<file path="src/rtl/s2p_pkg.sv">
// s2p_pkg: FSM state encoding shared by the s_to_p deserializer files.
package s2p_pkg;
    localparam int S2P_STATE_W = 2;
    typedef enum logic [S2P_STATE_W-1:0] {S2P_IDLE, S2P_SHIFT, S2P_PARITY} s2p_state_e;
endpackage

</file>
<file path="src/rtl/s2p_if.sv">
// s2p_if: serial input side and valid/ready word output side of the deserializer.
interface s2p_if #(parameter int WIDTH = 4);
    logic             din;
    logic             din_valid;
    logic             sof;
    logic [WIDTH-1:0] dout;
    logic             dout_valid;
    logic             dout_ready;
    logic             frame_err;
    logic             overflow;
    logic             parity_err;
    modport master (
        output din, din_valid, sof, dout_ready,
        input  dout, dout_valid, frame_err, overflow, parity_err
    );
    modport slave (
        input  din, din_valid, sof, dout_ready,
        output dout, dout_valid, frame_err, overflow, parity_err
    );
endinterface

</file>
<file path="src/rtl/s2p_out_buf.sv">
// s2p_out_buf: one-entry valid/ready word buffer with overflow pulse and parity flag.
module s2p_out_buf #(parameter int WIDTH = 4) (
    input  logic             clk,
    input  logic             rst,
    input  logic             load,
    input  logic [WIDTH-1:0] word,
    input  logic             perr_in,
    input  logic             ready,
    output logic [WIDTH-1:0] dout,
    output logic             dout_valid,
    output logic             overflow,
    output logic             parity_err
);
    logic [WIDTH-1:0] data_q, data_d;
    logic valid_q, valid_d, ovf_q, ovf_d, perr_q, perr_d;
    always_comb begin
        data_d = data_q;
        perr_d = perr_q;
        ovf_d = 1'b0;
        valid_d = valid_q & ~ready;
        // valid_d here means "still full after this edge's handshake"
        if (load) begin
            if (valid_d) ovf_d = 1'b1;
            else begin
                data_d = word;
                perr_d = perr_in;
                valid_d = 1'b1;
            end
        end
        if (!valid_d) perr_d = 1'b0;
    end
    always_ff @(posedge clk or posedge rst) begin
        if (rst) begin
            data_q <= '0;
            valid_q <= 1'b0;
            ovf_q <= 1'b0;
            perr_q <= 1'b0;
        end else begin
            data_q <= data_d;
            valid_q <= valid_d;
            ovf_q <= ovf_d;
            perr_q <= perr_d;
        end
    end
    assign dout = data_q;
    assign dout_valid = valid_q;
    assign overflow = ovf_q;
    assign parity_err = perr_q;
endmodule

</file>
<file path="src/rtl/s_to_p.sv">
// s_to_p: framed serial-to-parallel deserializer; S2P_PARITY_EN adds an even-parity bit per frame.
module s_to_p import s2p_pkg::*; #(
    parameter int WIDTH     = 4,
    parameter bit LSB_FIRST = 1
) (
    input logic   clk,
    input logic   rst,
    s2p_if.slave  bus
);
    localparam int CW = $clog2(WIDTH + 1);
    s2p_state_e state_q, state_d;
    logic [CW-1:0] cnt_q, cnt_d;
    logic [WIDTH-1:0] sh_q, sh_d;
    logic ferr_q, ferr_d, load, perr_in;
`ifdef S2P_PARITY_EN
    logic par_bit;
`endif
    // shifting toward the far end leaves bit 0 of the frame in its final position after WIDTH bits
    function automatic logic [WIDTH-1:0] shift_in(input logic [WIDTH-1:0] w, input logic b);
        return LSB_FIRST ? {b, w[WIDTH-1:1]} : {w[WIDTH-2:0], b};
    endfunction
    always_comb begin
        state_d = state_q;
        cnt_d = cnt_q;
        sh_d = sh_q;
        ferr_d = 1'b0;
        load = 1'b0;
`ifdef S2P_PARITY_EN
        par_bit = 1'b0;
`endif
        if (bus.din_valid && bus.sof) begin
            ferr_d = state_q != S2P_IDLE;
            sh_d = shift_in('0, bus.din);
            cnt_d = CW'(1);
            state_d = S2P_SHIFT;
        end else if (bus.din_valid && state_q == S2P_SHIFT) begin
            sh_d = shift_in(sh_q, bus.din);
            cnt_d = cnt_q + 1'b1;
            if (cnt_q == CW'(WIDTH - 1)) begin
                cnt_d = '0;
`ifdef S2P_PARITY_EN
                state_d = S2P_PARITY;
`else
                state_d = S2P_IDLE;
                load = 1'b1;
`endif
            end
        end
`ifdef S2P_PARITY_EN
        else if (bus.din_valid && state_q == S2P_PARITY) begin
            state_d = S2P_IDLE;
            load = 1'b1;
            par_bit = bus.din;
        end
`endif
    end
    always_ff @(posedge clk or posedge rst) begin
        if (rst) begin
            state_q <= S2P_IDLE;
            cnt_q <= '0;
            sh_q <= '0;
            ferr_q <= 1'b0;
        end else begin
            state_q <= state_d;
            cnt_q <= cnt_d;
            sh_q <= sh_d;
            ferr_q <= ferr_d;
        end
    end
`ifdef S2P_PARITY_EN
    assign perr_in = ^sh_d ^ par_bit;
`else
    assign perr_in = 1'b0;
`endif
    assign bus.frame_err = ferr_q;
    s2p_out_buf #(.WIDTH(WIDTH)) u_buf (
        .clk        (clk),
        .rst        (rst),
        .load       (load),
        .word       (sh_d),
        .perr_in    (perr_in),
        .ready      (bus.dout_ready),
        .dout       (bus.dout),
        .dout_valid (bus.dout_valid),
        .overflow   (bus.overflow),
        .parity_err (bus.parity_err)
    );
endmodule

</file>
<file path="src/flat_wrapper.sv">
// flat-port wrapper written by rule: the top's interface ports become plain ports
module s_to_p_flat import s2p_pkg::*;
#(
    parameter int WIDTH     = 4,
    parameter bit LSB_FIRST = 1
)
  (clk, rst, bus_din, bus_din_valid, bus_sof, bus_dout_ready, bus_dout, bus_dout_valid, bus_frame_err, bus_overflow, bus_parity_err);
  s2p_if #(.WIDTH(WIDTH)) bus_i ();
  input logic clk;
  input logic rst;
  input wire logic [$bits(bus_i.din)-1:0] bus_din;
  input wire logic [$bits(bus_i.din_valid)-1:0] bus_din_valid;
  input wire logic [$bits(bus_i.sof)-1:0] bus_sof;
  input wire logic [$bits(bus_i.dout_ready)-1:0] bus_dout_ready;
  output wire logic [$bits(bus_i.dout)-1:0] bus_dout;
  output wire logic [$bits(bus_i.dout_valid)-1:0] bus_dout_valid;
  output wire logic [$bits(bus_i.frame_err)-1:0] bus_frame_err;
  output wire logic [$bits(bus_i.overflow)-1:0] bus_overflow;
  output wire logic [$bits(bus_i.parity_err)-1:0] bus_parity_err;
  assign bus_i.din = bus_din;
  assign bus_i.din_valid = bus_din_valid;
  assign bus_i.sof = bus_sof;
  assign bus_i.dout_ready = bus_dout_ready;
  assign bus_dout = bus_i.dout;
  assign bus_dout_valid = bus_i.dout_valid;
  assign bus_frame_err = bus_i.frame_err;
  assign bus_overflow = bus_i.overflow;
  assign bus_parity_err = bus_i.parity_err;
  s_to_p #(.WIDTH(WIDTH), .LSB_FIRST(LSB_FIRST)) u_core (.clk(clk), .rst(rst), .bus(bus_i));
endmodule
</file>
<file path="config.mk">
export PLATFORM = sky130hd
export DESIGN_NAME = s_to_p_flat
export DESIGN_NICKNAME = d
export VERILOG_FILES = /design/src/rtl/s2p_pkg.sv /design/src/rtl/s2p_if.sv /design/src/rtl/s2p_out_buf.sv /design/src/rtl/s_to_p.sv /design/src/flat_wrapper.sv
export SDC_FILE = /design/constraint.sdc
export NUM_CORES = 1
export LEC_CHECK = 0
export CAP_MARGIN = 10
export CORE_AREA = 3 3 42 44
export CTS_CLUSTER_DIAMETER = 100
export DETAILED_ROUTE_END_ITERATION = 10
export DIE_AREA = 0 0 45 47
export PLACE_DENSITY_LB_ADDON = 0.1
export SYNTH_ARGS = -nofsm -noshare
export SYNTH_HDL_FRONTEND = slang
export SYNTH_SLANG_ARGS = --single-unit
export TNS_END_PERCENT = 30
</file>
<file path="constraint.sdc">
create_clock -name clk -period 1.95 [get_ports clk]
set_input_delay 0.195 -clock clk [delete_from_list [all_inputs] [get_ports clk]]
set_output_delay 0.195 -clock clk [all_outputs]
set_load 0.05 [all_outputs]
</file>
* Yosys cells after proc, flatten, opt, wreduce, memory -nomap -nowiden
Index checks and enable logic that the tools add are counted.
** Storage, ports and cells
- Output and inout bits :: 8
- Bits in registers :: 17
- Logic and storage cells :: 42
- Bits of input ports :: 6
** Cells by class
- Mux-type cells :: 18
- Eq/ne operators :: 4
- Reduce and logical (&&, ||, !) cells :: 8
- $add $sub $neg :: 1
- Bitwise gates (word level) :: 3
** Operators by type and width (number)
- $mux W1 :: 10
- $mux W3 :: 3
- $mux W4 :: 2
- $mux W2 :: 3
- $reduce_and A2 Y1 :: 3
- $reduce_bool A2 Y1 :: 3
- $add A3 B1 Y3 const B :: 1
- $eq A3 B2 Y1 const B :: 1
- $eq A2 B1 Y1 const B :: 1
- $logic_and A1 B1 Y1 :: 2
- $ne A2 B1 Y1 const B :: 1
- $ne A2 B2 Y1 const B :: 1
- $not A1 Y1 :: 2
- $and A1 B1 Y1 :: 1

* Logic depth before layout (Yosys ltp)
- Word-level depth :: 7
- Mapped depth :: 5
- Mapped depth without buffers :: 4

* Cells and area by module
A second synthesis with hierarchy kept.
** Second synthesis, totals
- Cell total of the unflattened synthesis :: 61
- Area total of the unflattened synthesis :: 733.2 µm²
** Modules (own cells, without submodules)
- s_to_p :: seq. area each 225.2 µm², cells each 42, area an instance 440.4 µm², instances 1
- s2p_out_buf :: seq. area each 175.2 µm², cells each 19, area an instance 292.8 µm², instances 1

* Worst setup path after synthesis
No wires, ideal clock.
- Path type :: register -> register
- Start :: register u_core.u_buf.valid_q (netlist: u_core.u_buf.dout_valid)
- End :: register u_core.u_buf.data_q[0] (netlist: u_core.u_buf.dout[0])
- Cell stages (with the launch flop) :: 5
- Library setup time :: 0.125 ns
- Data arrival time :: 1.312 ns
- Data required time :: 1.825 ns
- Slack :: 0.513 ns
- Buffers on the path :: 1
- Period minus slack after synthesis :: 1.437 ns
- Path through :: dfrtp_1 -> nand2b_4 -> and3_4 -> buf_6 -> mux2_4
** Between the ends
- Word-level cells in the longest chain between the ends :: 3
** RTL lines
- start, declared :: line s2p_out_buf.sv:15 : logic valid_q, valid_d, ovf_q, ovf_d, perr_q, perr_d;
- start signal, assigned :: line s2p_out_buf.sv:40 : valid_q <= valid_d;
- $and A1 B1 Y1 :: line s2p_out_buf.sv:20 : valid_d = valid_q & ~ready;
- $not A1 Y1 (no line)
- $reduce_and A2 Y1 (no line)
- end signal, assigned :: line s2p_out_buf.sv:39 : data_q <= data_d;
- end, declared :: line s2p_out_buf.sv:14 : logic [WIDTH-1:0] data_q, data_d;
No other way between the ends.
A chain may end at the register's enable or synchronous reset.

* Final worst setup path
- Start :: register u_core.u_buf.valid_q (netlist: u_core.u_buf.dout_valid)
- End :: output port bus_dout_valid
** RTL lines
- end, declared :: line flat_wrapper.sv:16 : output wire logic [$bits(bus_i.dout_valid)-1:0] bus_dout_valid;
No word-level cell between the ends.

==> flow_summary.toml <==
[status]
status = "finished clean"

[clock_tree]
clock_path_buffers = 2
h-tree-depth = 1
cts_tree = "done"
worstSkewPairLatency_ps = 280
clk_pin_slew_ps = 100
numCtsBuffers = 3
postCtsSetupBuffers = 0
cts_root_buf = "clkbuf_4"
cts_resized = 0
numClockSinks = 15
cts_hold_buf = 0

[logic_synthesis]
syn_inst = 48
ys_types = 23
yosys.area.top_type = "dfrtp_1"
synth.most_common_cell = "dfrtp_1"
ys.flop_type = "dfrtp_1"
ys_warn_count = 0
synth_area_leaders = "dfrtp_1 (57%), mux2_4 (9.1%), a22o_2 (6.0%), buf_6 (3.4%), nand2_1 (2.3%)"
syn_area_per_cell_sq_um = 13.8
seq_area_frac_synth = 0.566
synth_edf_count = 0
ys_top_cells_by_count = "dfrtp_1 (15), a22o_2 (4), mux2_4 (4), nand2_1 (4)"
ys_async_sr_fraction = 1.00
synth.top_cell.area_share = 0.566
synth-seq-cells = 15
syn_area_sq_um = 663
syn_nets = 55

[critical_path]
end_kind = "primary output"
crit_buf_inv = 1
required_ps = 1750
critPathMaxFanout = 2
critPathKind = "reg -> out"
start_kind = "register"
path_delay_family = "buffers and inverters"
crit_arrival_ps = 1500
worstRegToRegCells = 3
r2r_slack_ps = 400
path_cells = "clkdlybuf4s50_1"
crit_path_max_incr_delay_ps = 820
slowest_stage = "clkdlybuf4s50_1"
path_depth = 1
reg2reg_from = "u_core.state_q[0]"
r2r-end = "u_core.u_buf.dout[3]"

[routing]
route.detailed.drc = 0
dr.first_iter.drc_count = 1
detail_route.wl_per_cell_um = 13.1
drt_wl_total_um = 1030
postRouteAntennaNets = 0
vias = 390
vias_per_cell = 4.94
drt_first_pass_iters = 3

[sta]
max_freq_ghz = 0.590
relSlewSlack = 0.631
rsz0062_at_grt = "false"
period_needed_ps = 1700
fin_tns_setup_ps = 0
slew_violations = 0
finalClockSkew_ps = 4.50
finalSetupViolCount = 0
max_slew.worst_pin.slew_ps = 553
finalHoldViolCount = 0
fin_crit_sh = 0.869

[power]
vdd_drop_max_mv = 0.599
leakage_uw = 0.000400
p_total_uw = 1050
p_per_area_mw_per_mm2 = 1290

[place]
port-buffer-count = 12
finalWeightedCongestion = 0.764
dp_hpwl_um = 767

[worst_hold_path]
hp-class = "in -> async"

[global_route]
grt_pass1_vias = 384
grt_max_degree = 16
grt-ovfl-total = 0
grt_pass1_wl_um = 1680
grt_antenna_before_repair = 0
track_usage = 0.112

[final_layout]
syn_to_final_growth_pct = 23.0
nets = 71
layout-drive-gt1-share = 0.317
antenna_cells = 0

[die]
rows = 14
die_height_um = 47
start_util = 0.451
io_pins = 14
coreArea_sq_mm = 0.00147
die_w_um = 45
dieArea_sq_mm = 0.00212

[job]
maxCapViolations = 0
## flip-flops by register name, indices dropped and copies added (netlist names)
register and count:
u_core.bus.frame_err 1, u_core.cnt_q 3, u_core.sh_q 4, u_core.state_q 1, u_core.u_buf.dout 4, u_core.u_buf.dout_valid 1, u_core.u_buf.overflow 1
## metrics by stage
step | hold WS, ps | instance area [sq um] | setup slack, ps | utilization | instances
2_1_floorplan | 96.5 | 663 | 513 | - | 48
3_3_place_gp | 481 | 788 | 165 | 0.536 | 75
5_1_grt | 314 | 816 | 213 | 0.554 | 79
6_report | 258 | 816 | 255 | 0.554 | 79
3_5_place_dp | 487 | 788 | 134 | 0.536 | 75
4_1_cts | 281 | 816 | 240 | 0.554 | 79
## cells in the final DEF (no fill, tap or decap), types with 2 or more instances in the layout
master	instances
nand2_1	4
a22o_2	4
inv_1	2
clkdlybuf4s50_1	12
clkbuf_4	3
mux2_4	4
buf_4	2
dfrtp_1	15
## cell type report
cell class	instances	area, sq um
fillers	141	656
flip-flops and latches	15	375
multi-input cells	28	250
repair buffers	14	135
clock buffers	3	22.5
well taps	16	20.0
inverters	2	7.51
clock inverters	1	5.00
## worst max path at each step
stage,start,end,slack [ps]
final,u_core.u_buf.dout_valid,bus_dout_valid,250
after global routing,u_core.u_buf.dout_valid,bus_dout_valid,210
after CTS,u_core.u_buf.dout_valid,bus_dout_valid,240
after detailed placement,bus_sof,u_core.u_buf.dout[3],130
after global placement,bus_sof,u_core.u_buf.dout[3],170
after floorplan,u_core.u_buf.dout_valid,u_core.u_buf.dout[0],510
## report_power, final
group          internal [uW]  switching [uW]
logic                    193             230
registers                391            55.2
clock network           76.0             104
## routing by layer
layer	vias up	track usage	share of wire
li1	194	-	-
met1	185	0.149	0.50
met2	9	0.172	0.43
met3	2	0.0383	0.058
met4	0	0.0351	0.0087
met5	-	0	0
## cells by family after synthesis
group | share of synthesized area
DFF | 0.566
and+or+nand+nor | 0.109
AOI/OAI and AO/OA | 0.136
buffers and inverters | 0.0566
muxes | 0.108
adders and majority gates | 0.0189
other | 0.00565
Power figures use the tool's default switching activity.
